File: src/rtl/flow_ctrl_pkg.sv
// Shared definitions for the multi-FIFO flow-control controller: state
// encoding, widths and the per-channel FIFO misuse rule.
package flow_ctrl_pkg;

    localparam int STATE_W      = 3;
    localparam int TH_WIDTH_DEF = 4;
    localparam int ERR_CNT_W    = 8;

    typedef enum logic [STATE_W-1:0] {
        RESET  = 3'd0,
        INIT   = 3'd1,
        IDLE   = 3'd2,
        ACTIVE = 3'd3,
        ERROR  = 3'd4
    } state_e;

    // A FIFO is misused when it claims full and empty at once, is written
    // while full without a compensating read, or is read while empty
    // without a compensating write.
    function automatic logic fifo_misuse(input logic full, input logic empty,
                                         input logic wr, input logic rd);
        return (full & empty) | (full & wr & ~rd) | (empty & rd & ~wr);
    endfunction

    // States in which channel errors accumulate into the sticky mask.
    function automatic logic is_supervised(input state_e s);
        return (s == IDLE) || (s == ACTIVE) || (s == ERROR);
    endfunction

endpackage

File: src/rtl/fifo_err_chk.sv
// Combinational error detector for one supervised FIFO channel.
module fifo_err_chk
    import flow_ctrl_pkg::*;
(
    input  logic full,
    input  logic empty,
    input  logic wr,
    input  logic rd,
    output logic err
);

    assign err = fifo_misuse(full, empty, wr, rd);

endmodule

File: src/rtl/flow_ctrl_fsm.sv
// Multi-FIFO flow-control FSM (RESET/INIT/IDLE/ACTIVE/ERROR) with threshold
// latching and sticky per-channel error mask. Define FLOW_CTRL_ERR_CNT_EN to add err_cnt.
module flow_ctrl_fsm
    import flow_ctrl_pkg::*;
#(
    parameter int NUM_FIFOS = 4,
    parameter int TH_WIDTH  = TH_WIDTH_DEF
) (
    input  logic                 clk,
    input  logic                 reset,
    input  logic                 init_req,
    input  logic [TH_WIDTH-1:0]  umbral_mf_in,
    input  logic [TH_WIDTH-1:0]  umbral_vc_in,
    input  logic [TH_WIDTH-1:0]  umbral_d_in,
    input  logic [NUM_FIFOS-1:0] fifo_full,
    input  logic [NUM_FIFOS-1:0] fifo_empty,
    input  logic [NUM_FIFOS-1:0] fifo_wr,
    input  logic [NUM_FIFOS-1:0] fifo_rd,
    output logic [TH_WIDTH-1:0]  umbral_mf_out,
    output logic [TH_WIDTH-1:0]  umbral_vc_out,
    output logic [TH_WIDTH-1:0]  umbral_d_out,
    output logic                 init_out,
    output logic                 idle_out,
    output logic                 active_out,
    output logic                 error_out,
    output logic [NUM_FIFOS-1:0] error_ch,
    output logic [STATE_W-1:0]   state,
    output logic [STATE_W-1:0]   next_state
`ifdef FLOW_CTRL_ERR_CNT_EN
    ,
    output logic [ERR_CNT_W-1:0] err_cnt
`endif
);

    state_e               state_r;
    state_e               next_state_s;
    logic [NUM_FIFOS-1:0] err_s;
    logic                 any_err_s;
    logic                 all_empty_s;
    logic                 th_nonzero_s;
    logic [TH_WIDTH-1:0]  umbral_mf_r;
    logic [TH_WIDTH-1:0]  umbral_vc_r;
    logic [TH_WIDTH-1:0]  umbral_d_r;
    logic [NUM_FIFOS-1:0] error_ch_r;
    logic                 init_r;
    logic                 idle_r;
    logic                 active_r;
    logic                 error_r;

    for (genvar g = 0; g < NUM_FIFOS; g++) begin : g_chk
        fifo_err_chk u_fifo_err_chk (
            .full  (fifo_full[g]),
            .empty (fifo_empty[g]),
            .wr    (fifo_wr[g]),
            .rd    (fifo_rd[g]),
            .err   (err_s[g])
        );
    end

    assign any_err_s    = |err_s;
    assign all_empty_s  = &fifo_empty;
    assign th_nonzero_s = (|umbral_mf_r) | (|umbral_vc_r) | (|umbral_d_r);

    // Next-state decision: error beats init_req, init_req beats data activity.
    always_comb begin
        next_state_s = RESET;
        case (state_r)
            RESET: begin
                next_state_s = INIT;
            end
            INIT: begin
                if (init_req) begin
                    next_state_s = INIT;
                end else if (th_nonzero_s) begin
                    next_state_s = IDLE;
                end else begin
                    next_state_s = INIT;
                end
            end
            IDLE: begin
                if (any_err_s) begin
                    next_state_s = ERROR;
                end else if (init_req) begin
                    next_state_s = INIT;
                end else if (!all_empty_s) begin
                    next_state_s = ACTIVE;
                end else begin
                    next_state_s = IDLE;
                end
            end
            ACTIVE: begin
                if (any_err_s) begin
                    next_state_s = ERROR;
                end else if (init_req) begin
                    next_state_s = INIT;
                end else if (all_empty_s) begin
                    next_state_s = IDLE;
                end else begin
                    next_state_s = ACTIVE;
                end
            end
            ERROR: begin
                if (any_err_s) begin
                    next_state_s = ERROR;
                end else begin
                    next_state_s = RESET;
                end
            end
            default: begin
                next_state_s = RESET;
            end
        endcase
    end

    // State register.
    always_ff @(posedge clk) begin
        if (reset) begin
            state_r <= RESET;
        end else begin
            state_r <= next_state_s;
        end
    end

    // Threshold capture; values survive ERROR and RESET, only reset clears them.
    always_ff @(posedge clk) begin
        if (reset) begin
            umbral_mf_r <= {TH_WIDTH{1'b0}};
            umbral_vc_r <= {TH_WIDTH{1'b0}};
            umbral_d_r  <= {TH_WIDTH{1'b0}};
        end else if ((state_r == INIT) && init_req) begin
            umbral_mf_r <= umbral_mf_in;
            umbral_vc_r <= umbral_vc_in;
            umbral_d_r  <= umbral_d_in;
        end else begin
            umbral_mf_r <= umbral_mf_r;
            umbral_vc_r <= umbral_vc_r;
            umbral_d_r  <= umbral_d_r;
        end
    end

    // Sticky per-channel error mask, cleared by the RESET state.
    always_ff @(posedge clk) begin
        if (reset) begin
            error_ch_r <= {NUM_FIFOS{1'b0}};
        end else if (state_r == RESET) begin
            error_ch_r <= {NUM_FIFOS{1'b0}};
        end else if (is_supervised(state_r)) begin
            error_ch_r <= error_ch_r | err_s;
        end else begin
            error_ch_r <= error_ch_r;
        end
    end

    // Status flags registered from next_state so they track the state register exactly.
    always_ff @(posedge clk) begin
        if (reset) begin
            init_r   <= 1'b0;
            idle_r   <= 1'b0;
            active_r <= 1'b0;
            error_r  <= 1'b0;
        end else begin
            init_r   <= (next_state_s == INIT);
            idle_r   <= (next_state_s == IDLE);
            active_r <= (next_state_s == ACTIVE);
            error_r  <= (next_state_s == ERROR);
        end
    end

`ifdef FLOW_CTRL_ERR_CNT_EN
    logic [ERR_CNT_W-1:0] err_cnt_r;

    // Saturating count of entries into ERROR; the RESET state leaves it alone.
    always_ff @(posedge clk) begin
        if (reset) begin
            err_cnt_r <= {ERR_CNT_W{1'b0}};
        end else if ((next_state_s == ERROR) && (state_r != ERROR) &&
                     (err_cnt_r != {ERR_CNT_W{1'b1}})) begin
            err_cnt_r <= err_cnt_r + {{(ERR_CNT_W-1){1'b0}}, 1'b1};
        end else begin
            err_cnt_r <= err_cnt_r;
        end
    end

    assign err_cnt = err_cnt_r;
`endif

    assign umbral_mf_out = umbral_mf_r;
    assign umbral_vc_out = umbral_vc_r;
    assign umbral_d_out  = umbral_d_r;
    assign error_ch      = error_ch_r;
    assign init_out      = init_r;
    assign idle_out      = idle_r;
    assign active_out    = active_r;
    assign error_out     = error_r;
    assign state         = state_r;
    assign next_state    = next_state_s;

endmodule

File: config.mk
export PLATFORM = sky130hd
export DESIGN_NAME = flow_ctrl_fsm
export DESIGN_NICKNAME = d
export VERILOG_FILES = /design/src/rtl/flow_ctrl_pkg.sv /design/src/rtl/fifo_err_chk.sv /design/src/rtl/flow_ctrl_fsm.sv
export SDC_FILE = /design/constraint.sdc
export NUM_CORES = 1
export LEC_CHECK = 0
export ABC_AREA = 1
export CELL_PAD_IN_SITES_DETAIL_PLACEMENT = 1
export CELL_PAD_IN_SITES_GLOBAL_PLACEMENT = 1
export CORE_ASPECT_RATIO = 1.2
export CORE_UTILIZATION = 23
export CTS_BUF_LIST = sky130_fd_sc_hd__clkbuf_16
export DETAILED_ROUTE_END_ITERATION = 10
export PLACE_DENSITY = 0.79
export SYNTH_ARGS = -nofsm -noshare
export SYNTH_HDL_FRONTEND = slang
export SYNTH_SLANG_ARGS = --single-unit
File: constraint.sdc
create_clock -name clk -period 1.36 [get_ports clk]
set_clock_uncertainty 0.2 [all_clocks]
set_input_delay 0.34 -clock clk [delete_from_list [all_inputs] [get_ports clk]]
set_output_delay 0.34 -clock clk [all_outputs]
set_load 0.02 [all_outputs]
# Word-level counts from Yosys, hierarchy flattened
# Index checks and enable logic that the tools add are counted.
[word_totals] elab_cells=74 inputBits=31 register_bits=23 output_inout_bits=26
[classes] reduce_logical=11 bitwise_logic=39 n_eq_ne=8 mux=7
[ops] cell="AND 1 bit" n=20
[ops] cell="OR reduction 4 bit" n=4
[ops] cell="== test 3 x 2 -> 1 bit, second input constant" n=4
[ops] cell="one-hot mux 3 bit (4 select lines)" n=1
[ops] cell="OR 1 bit" n=10
[ops] cell="NOT 1 bit" n=8
[ops] cell="== test 3 x 1 -> 1 bit, second input constant" n=2
[ops] cell="== test 3 bit, second input constant" n=2
[ops] cell="2-to-1 mux 2 bit" n=3
[ops] cell="2-to-1 mux 3 bit" n=2
[ops] cell="OR 4 bit" n=1
[ops] cell="AND reduction 4 bit" n=1
[ops] cell="OR reduction 2 bit" n=2
[ops] cell="logical NOT 3 bit" n=1
[ops] cell="logical OR 1 bit" n=2
[ops] cell="logical AND 1 bit" n=1
[ops] cell="2-to-1 mux 1 bit" n=1

# Longest topological paths before layout
# Gate-level depths: netlist of the first run.
[logic_depth] word_depth=8 ltp_mapped=10 mapped_depth_nobuf=10

# Hierarchy
# From an unflattened synthesis of the first run, not the netlist that was laid out.
[hier_totals] hier_cells=144 hier_area_um2=1021.0
[modules_own_cells] mod="flow_ctrl_fsm" n_inst=1 seq_area_each_um2=460.4 cells_per_inst=120 area_per_inst_um2=915.9
[modules_own_cells] mod="fifo_err_chk" n_inst=4 seq_area_each_um2=0.0 cells_per_inst=6 area_per_inst_um2=26.3

# Worst setup path before layout of the first run
# OpenSTA, ideal clock, no wires.
[synth_path] path_type="reg2out" start="reg state_r[1] (netlist: state[1])" end="out next_state[2]" required_ps=820 path_buffers=0 path_stages_with_launch=7 setup_slack_ps=-351 t_arrival_ps=1171 cell_sequence="dfxtp_1 > inv_1 > nor2_1 > a21oi_1 > inv_1 > o21ai_0 > inv_1"
[synth_via] elab_chain_len=3 elab_cells_between_ends=7 classes_between="eq/ne (4); mux (1); reduce/logical (2)"
[synth_rtl] element="start, declared" line="flow_ctrl_fsm.sv:35" source="state_e state_r;"
[synth_rtl] element="start signal, assigned" line="flow_ctrl_fsm.sv:120" source="state_r <= next_state_s;"
[synth_rtl] element="== test 3 x 2 -> 1 bit" line="flow_ctrl_fsm.sv:67" source="case (state_r)"
[synth_rtl] element="OR reduction 2 bit (no line)"
[synth_rtl] element="one-hot mux 3 bit (4 select lines) (*)" line="flow_ctrl_fsm.sv:67"
[synth_rtl] element="end, declared" line="flow_ctrl_fsm.sv:28" source="output logic [STATE_W-1:0] next_state"
# Every way passes the cells marked *; elsewhere a longest branch is shown, timed or not.

# Worst setup path after layout of the first run
[layout_path] start="reg umbral_mf_r[2] (netlist: umbral_mf_out[2])" end="out next_state[1]"
[layout_via] elab_chain_len=6
[layout_rtl] element="start, declared" line="flow_ctrl_fsm.sv:41" source="logic [TH_WIDTH-1:0] umbral_mf_r;"
[layout_rtl] element="start signal, assigned" line="flow_ctrl_fsm.sv:127" source="umbral_mf_r <= {TH_WIDTH{1'b0}};"
[layout_rtl] element="start signal, assigned" line="flow_ctrl_fsm.sv:131" source="umbral_mf_r <= umbral_mf_in;"
[layout_rtl] element="start signal, assigned" line="flow_ctrl_fsm.sv:135" source="umbral_mf_r <= umbral_mf_r;"
[layout_rtl] element="OR reduction 4 bit" line="flow_ctrl_fsm.sv:62" source="assign th_nonzero_s = (|umbral_mf_r) | (|umbral_vc_r) | (|umbral_d_r);"
[layout_rtl] element="OR 1 bit (2 in series)" line="flow_ctrl_fsm.sv:62"
[layout_rtl] element="2-to-1 mux 2 bit" line="flow_ctrl_fsm.sv:74" source="end else if (th_nonzero_s) begin"
[layout_rtl] element="2-to-1 mux 2 bit" line="flow_ctrl_fsm.sv:72" source="if (init_req) begin"
[layout_rtl] element="one-hot mux 3 bit (4 select lines)" line="flow_ctrl_fsm.sv:67"
# Every way passes these cells.

==> results of run 1 <==
[area by class of cell]
type / count / share of cell area [%]
Timing Repair Buffer: 111 / 40.0
Multi-Input combinational cell: 108 / 31.3
Sequential cell: 23 / 19.0
Inverter: 25 / 3.97
Clock buffer: 3 / 2.91
Tap cell: 56 / 2.71
Clock inverter: 1 / 0.145
[power by group through the flow]
stage	sequential, W	clock, W	combinational [W]
3_3_place_gp	0.000776	0	0.000714
5_1_grt	0.000783	0.000678	0.00120
6_report	0.000777	0.000630	0.00113
3_5_place_dp	0.000779	0	0.000731
2_1_floorplan	0.000842	0	0.000259
4_1_cts	0.000766	0.000649	0.000850
[placed cells by master (no fill, tap or decap), types with 9 or more instances in the layout]
master | netlist | layout
buf_6 | 0 | 40
dfxtp_2 | 0 | 15
nand2_1 | 46 | 23
inv_1 | 25 | 17
nand2_2 | 2 | 13
buf_2 | 2 | 13
clkdlybuf4s50_1 | 0 | 13
nand2_4 | 0 | 12
a21oi_2 | 0 | 9
buf_4 | 1 | 33
nor2_1 | 22 | 14
[cell families after synthesis]
kind of cell	count (synthesis)	share of synthesized area, %
compound gates	23	11.6
buf+inv	29	10.9
flops	23	43.5
simple gates	85	34.0
[stage by stage]
| step | cell area [sq um] | std cells | hold WS, ps |
|---|---|---|---|
| 2_1_floorplan | 1090 | 160 | 202 |
| 3_3_place_gp | 1950 | 299 | 253 |
| 3_5_place_dp | 1950 | 299 | 261 |
| 4_1_cts | 2230 | 327 | 269 |
| 5_1_grt | 2580 | 327 | 302 |
| 6_report | 2580 | 327 | 275 |
[worst register-to-register path: stages, from the launching register on]
cell	delay [ps]
dfxtp_2	320
nor2_1	110
nand2_1	70
nor2_1	130
nand2_1	120
buf_6	140
buf_6	100
buf_6	100
nand2_2	60
nand2_2	60
nand2_2	100
nor2_4	60
nor2_1	90
[layer usage]
metal | global-route usage [%] | up-vias
met3 | 2.84 | 6
met5 | 0 | -
met1 | 16.8 | 686
met4 | 6.36 | 0
met2 | 33.2 | 44
li1 | - | 721
[registers in the layout (all words and copies together) (netlist names)]
signal,count
umbral_mf_out,4
error_out,1
umbral_vc_out,4
state,3
umbral_d_out,4
init_out,1
error_ch,4
idle_out,1
active_out,1
[final timing paths]
path / end / slack (ps) / cells past startpoint / startpoint
worst min register to register: umbral_vc_out[1] / 270 / 2 / umbral_vc_out[1]
worst max-delay path: next_state[1] / -580 / 8 / umbral_mf_out[2]
worst min-delay path: umbral_vc_out[1] / 270 / 2 / umbral_vc_out[1]
worst max register to register: init_out / -370 / 12 / umbral_mf_out[2]
[timing repair]
item / in CTS / in global routing
endpoints found under the hold margin: 0 / 0
pin swaps: 29 / 31
gates resized for setup: 208 / 109
endpoints found under the setup margin: 46 / 39
buffers inserted: 26 / 16
==> flow_metrics.tcl, run 1 <==
set metrics [dict create \
    crit_family "simple AND/OR/NAND/NOR gates" \
    rows 26 \
    total_power_w 0.00253 \
    synth.yosys.seq_area_share_pct 43.5 \
    highest_layer "met4" \
    worst-path-buf-inv 2 \
    slowest_stage "dfxtp_2" \
    antenna_cells 0 \
    ys_types 16 \
    cts.htree.levels 1 \
    start_util_pct 24.5 \
    cts_tree "done" \
    io_buffers 56 \
    dr.pass1.iters 3 \
    yosys-top-cells-area "dfxtp_1 (43%), nand2_1 (16%), inv_1 (8.9%)" \
    die-area_sq_um 4880 \
    layout-drive-gt1-share_pct 68.6 \
    min_period_ps 1940 \
    cts_buffers 3 \
    path_cells "nor2_1 > nand2_1 > nor2_1 > nand2_1 > buf_6 > nand3_4 > nand2_4 > buf_6" \
    max_freq_mhz 517 \
    met1_length_um 1640 \
    cp.arrival_ps 1400 \
    rsz0062_at_grt "true" \
    clock-root-buffer "clkbuf_16" \
    power_density_nw_per_um2 981 \
    synth_top_cell_area_share_pct 43.5 \
    p_int_w 0.00171 \
    vias 1457 \
    hold_path_class "reg -> reg" \
    fillers 506 \
    synth_edf_count 0 \
    pwr-share-clk_pct 24.9 \
    synth_fp_nets 191 \
    power_frac_comb_pct 44.5 \
    max_slew_margin_pct 85.7 \
    drv_slew 0 \
    ir_drop_mv 0.472 \
    grt_pass1_wl_um 6510 \
    yosys_warnings 0 \
    tns_ps -5900 \
    worst_slack_ps -575 \
    yosysMostFrequentCell "nand2_1" \
    worst_ep_required_time_ps 820 \
    status "finished, violations left" \
    io-pin-count 57 \
    synth-seq-cells 23 \
    maxCapViolCount 0 \
    fin_crit_sh_pct 142 \
    utilization_pct 59.7 \
    grt_pass1_vias 1570 \
    clkSinkCount 23 \
    p_leak_nw 1.22 \
    violations "setup timing" \
    die-width_um 63.9 \
    crit_path_end_kind "primary output" \
    pre_cts_ws_ps -1240 \
    multi_input_area_sq_um 808 \
    synth_cells 160 \
    place_hpwl_um 2700 \
    seqCellArea_sq_um 490 \
    area_growth_pct 144 \
    setup_viol 30 \
    avgSynthCellArea_sq_um 6.62 \
    ys_top_cells_by_count "nand2_1 (46), inv_1 (25), dfxtp_1 (23)" \
    synth-main-ff-cell "dfxtp_1" \
    final_antenna_net_count 0 \
    die_h_um 76.3 \
    yosysTopAreaCell "dfxtp_1" \
    clock_path_buffers 2 \
    power.switching_w 0.000825 \
    sequentialPowerShare_pct 30.6 \
    wl_um 4710 \
    cts_hold_buf 0 \
    wl_per_cell_um 14.4 \
    first_iter_violations 57 \
    cp_max_fo 2 \
    startpoint_type "register" \
    final_nets 303 \
    final_hold_viol_count 0 \
    cts.clk_slew.worst_paths_ps 60 \
    viasPerCell 4.46 \
    swShare_pct 32.5 \
    antenna_found_initial 0 \
    synth_area_sq_um 1060 \
    overflow 0 \
    synth-async-reset-ratio_pct 0 \
    path_class "reg -> out" \
    grt_max_degree 13 \
    max_slew.worst_pin.slew_ps 214 \
    core_region_area_sq_um 4330 \
    track_usage_pct 16.8 \
    crit_path_max_incr_delay_ps 320 \
    routed-wl-met3_um 169 \
    place.gp.congestion 0.814 \
    dr_wl_met2_um 2820 \
    drcViolationCount 0 \
    clock_latency_ps 250 \
]
(Power assumes the default switching activity.)
==> run 2: changes to the inputs <==
--- a/config.mk
+++ b/config.mk
@@ -8,7 +8,7 @@
 export ABC_AREA = 1
 export CELL_PAD_IN_SITES_DETAIL_PLACEMENT = 1
 export CELL_PAD_IN_SITES_GLOBAL_PLACEMENT = 1
-export CORE_ASPECT_RATIO = 1.2
+export CORE_ASPECT_RATIO = 0.8
 export CORE_UTILIZATION = 23
 export CTS_BUF_LIST = sky130_fd_sc_hd__clkbuf_16
 export DETAILED_ROUTE_END_ITERATION = 10
==> flow_metrics.tcl, run 2 (synthesis results as in run 1) <==
set metrics [dict create \
    drcViolationCount 0 \
    grt_pass1_vias 1524 \
    core_region_area_sq_um 4310 \
    cp_max_fo 2 \
    violations "setup timing" \
    ir_drop_mv 0.527 \
    crit_path_max_incr_delay_ps 330 \
    cpMostUsedCell "buf_6" \
    overflow 0 \
    wl_per_cell_um 16.4 \
    place_hpwl_um 2770 \
    max_freq_mhz 524 \
    setup_viol 26 \
    use_met2_pct 33.8 \
    viasPerCell 4.55 \
    max_slew.worst_pin.slew_ps 355 \
    final_cell_mix "buf_6 (35), buf_4 (30), nand2_2 (24), buf_2 (15)" \
    first_iter_violations 62 \
    crit_path_end_kind "primary output" \
    placed_area_sq_um 1920 \
    die-width_um 77.8 \
    min_period_ps 1910 \
    clkSinkCount 23 \
    rrSetupSlack_ps -480 \
    final_antenna_net_count 0 \
    cts_hold_buf 0 \
    antenna_found_initial 0 \
    worst_ep_required_time_ps 820 \
    path_cells "nor2_1 > nand2_1 > nor2_2 > nand2_2 > buf_6 > nand3_4 > nand2_4 > buf_6" \
    final_nets 298 \
    tns_ps -4800 \
    use_met3_pct 4.38 \
    fillers 509 \
    maxCapViolCount 0 \
    rows 21 \
    fin_crit_sh_pct 140 \
    clock_latency_ps 260 \
    crit_family "simple AND/OR/NAND/NOR gates" \
    max_slew_margin_pct 76.1 \
    status "finished, violations left" \
    clock-root-buffer "clkbuf_16" \
    hold_path_class "reg -> reg" \
    pre_cts_ws_ps -1340 \
    clock_path_buffers 2 \
    grt_util_met1_pct 21.3 \
    io-pin-count 57 \
    area_growth_pct 135 \
    final_area_sq_um 2490 \
    layout-drive-gt1-share_pct 69.9 \
    io_buffers 56 \
    cts.htree.levels 1 \
    final_hold_viol_count 0 \
    die_h_um 62.7 \
    startpoint_type "register" \
    cts_tree "done" \
    path_class "reg -> out" \
    p_leak_nw 1.19 \
    track_usage_pct 18.4 \
    dr.pass1.iters 4 \
    die-area_sq_um 4880 \
    place.gp.congestion 0.792 \
    grt_pass1_wl_um 6960 \
    cp.arrival_ps 1370 \
    power_density_nw_per_um2 1020 \
    cts_buffers 3 \
    cts.clk_slew.worst_paths_ps 70 \
    wl_um 5300 \
    vias 1469 \
    worst_slack_ps -548 \
    start_util_pct 24.6 \
    slowest_stage "dfxtp_2" \
    grt_max_degree 17 \
    multi_input_area_sq_um 778 \
    drv_slew 0 \
    antenna_cells 0 \
    seqCellArea_sq_um 488 \
    worst-path-buf-inv 2 \
    whs_ps 281 \
    rsz0062_at_grt "true" \
    final_common_cell "buf_6" \
    top_usage_layer "met2" \
]
## run 2: per-layer routing
| layer | routed length, um | vias to the layer above | share of wire [%] |
|---|---|---|---|
| met5 | 0 | - | 0 |
| met4 | 74 | 0 | 1.4 |
| met3 | 172 | 6 | 3.2 |
| met2 | 2810 | 43 | 53 |
| met1 | 2250 | 703 | 42 |
| li1 | - | 717 | - |
## run 2: cell type report
| class | instances | share of cell area (%) |
|---|---|---|
| repair buffers | 106 | 39.2 |
| multi-input cells | 108 | 31.3 |
| flip-flops and latches | 23 | 19.6 |
| inverters | 25 | 3.88 |
| clock buffers | 3 | 3.02 |
| well taps | 57 | 2.87 |
| clock inverters | 1 | 0.151 |
## run 2: repair_timing
| item | CTS | global route |
|---|---|---|
| gates cloned | 0 | 1 |
| pin swaps | 28 | 29 |
| buffers inserted | 21 | 18 |
| gates resized for setup | 223 | 90 |
| setup endpoints to repair | 45 | 40 |
## run 2: worst min-delay path: cells and delay by family (launching register included)
| kind | cells | cell delay (ps) |
|---|---|---|
| compound gates | 1 | 60 |
| flops | 1 | 320 |
| buf+inv | 1 | 70 |
## run 2: report_power, final
part	internal (W)	total, W	switching (W)
combinational	0.000558	0.00111	0.000549
sequential	0.000732	0.000775	0.0000428
clock	0.000393	0.000654	0.000261
total	0.00168	0.00254	0.000852
## run 2: final timing paths
| path | cells past startpoint | start | end |
|---|---|---|---|
| hold / removal | 2 | umbral_vc_out[2] | umbral_vc_out[2] |
| setup / recovery | 8 | umbral_d_out[0] | next_state[1] |
| hold reg to reg | 2 | umbral_vc_out[2] | umbral_vc_out[2] |
| setup reg to reg | 13 | umbral_d_out[0] | state[0] |
## run 2: metrics by stage
step	util (%)	cells	total power, W
after floorplan	-	160	0.00110
after global placement	44.5	296	0.00149
after detailed placement	44.5	296	0.00152
after CTS	51.8	318	0.00232
after global routing	57.7	323	0.00267
final	57.7	323	0.00254
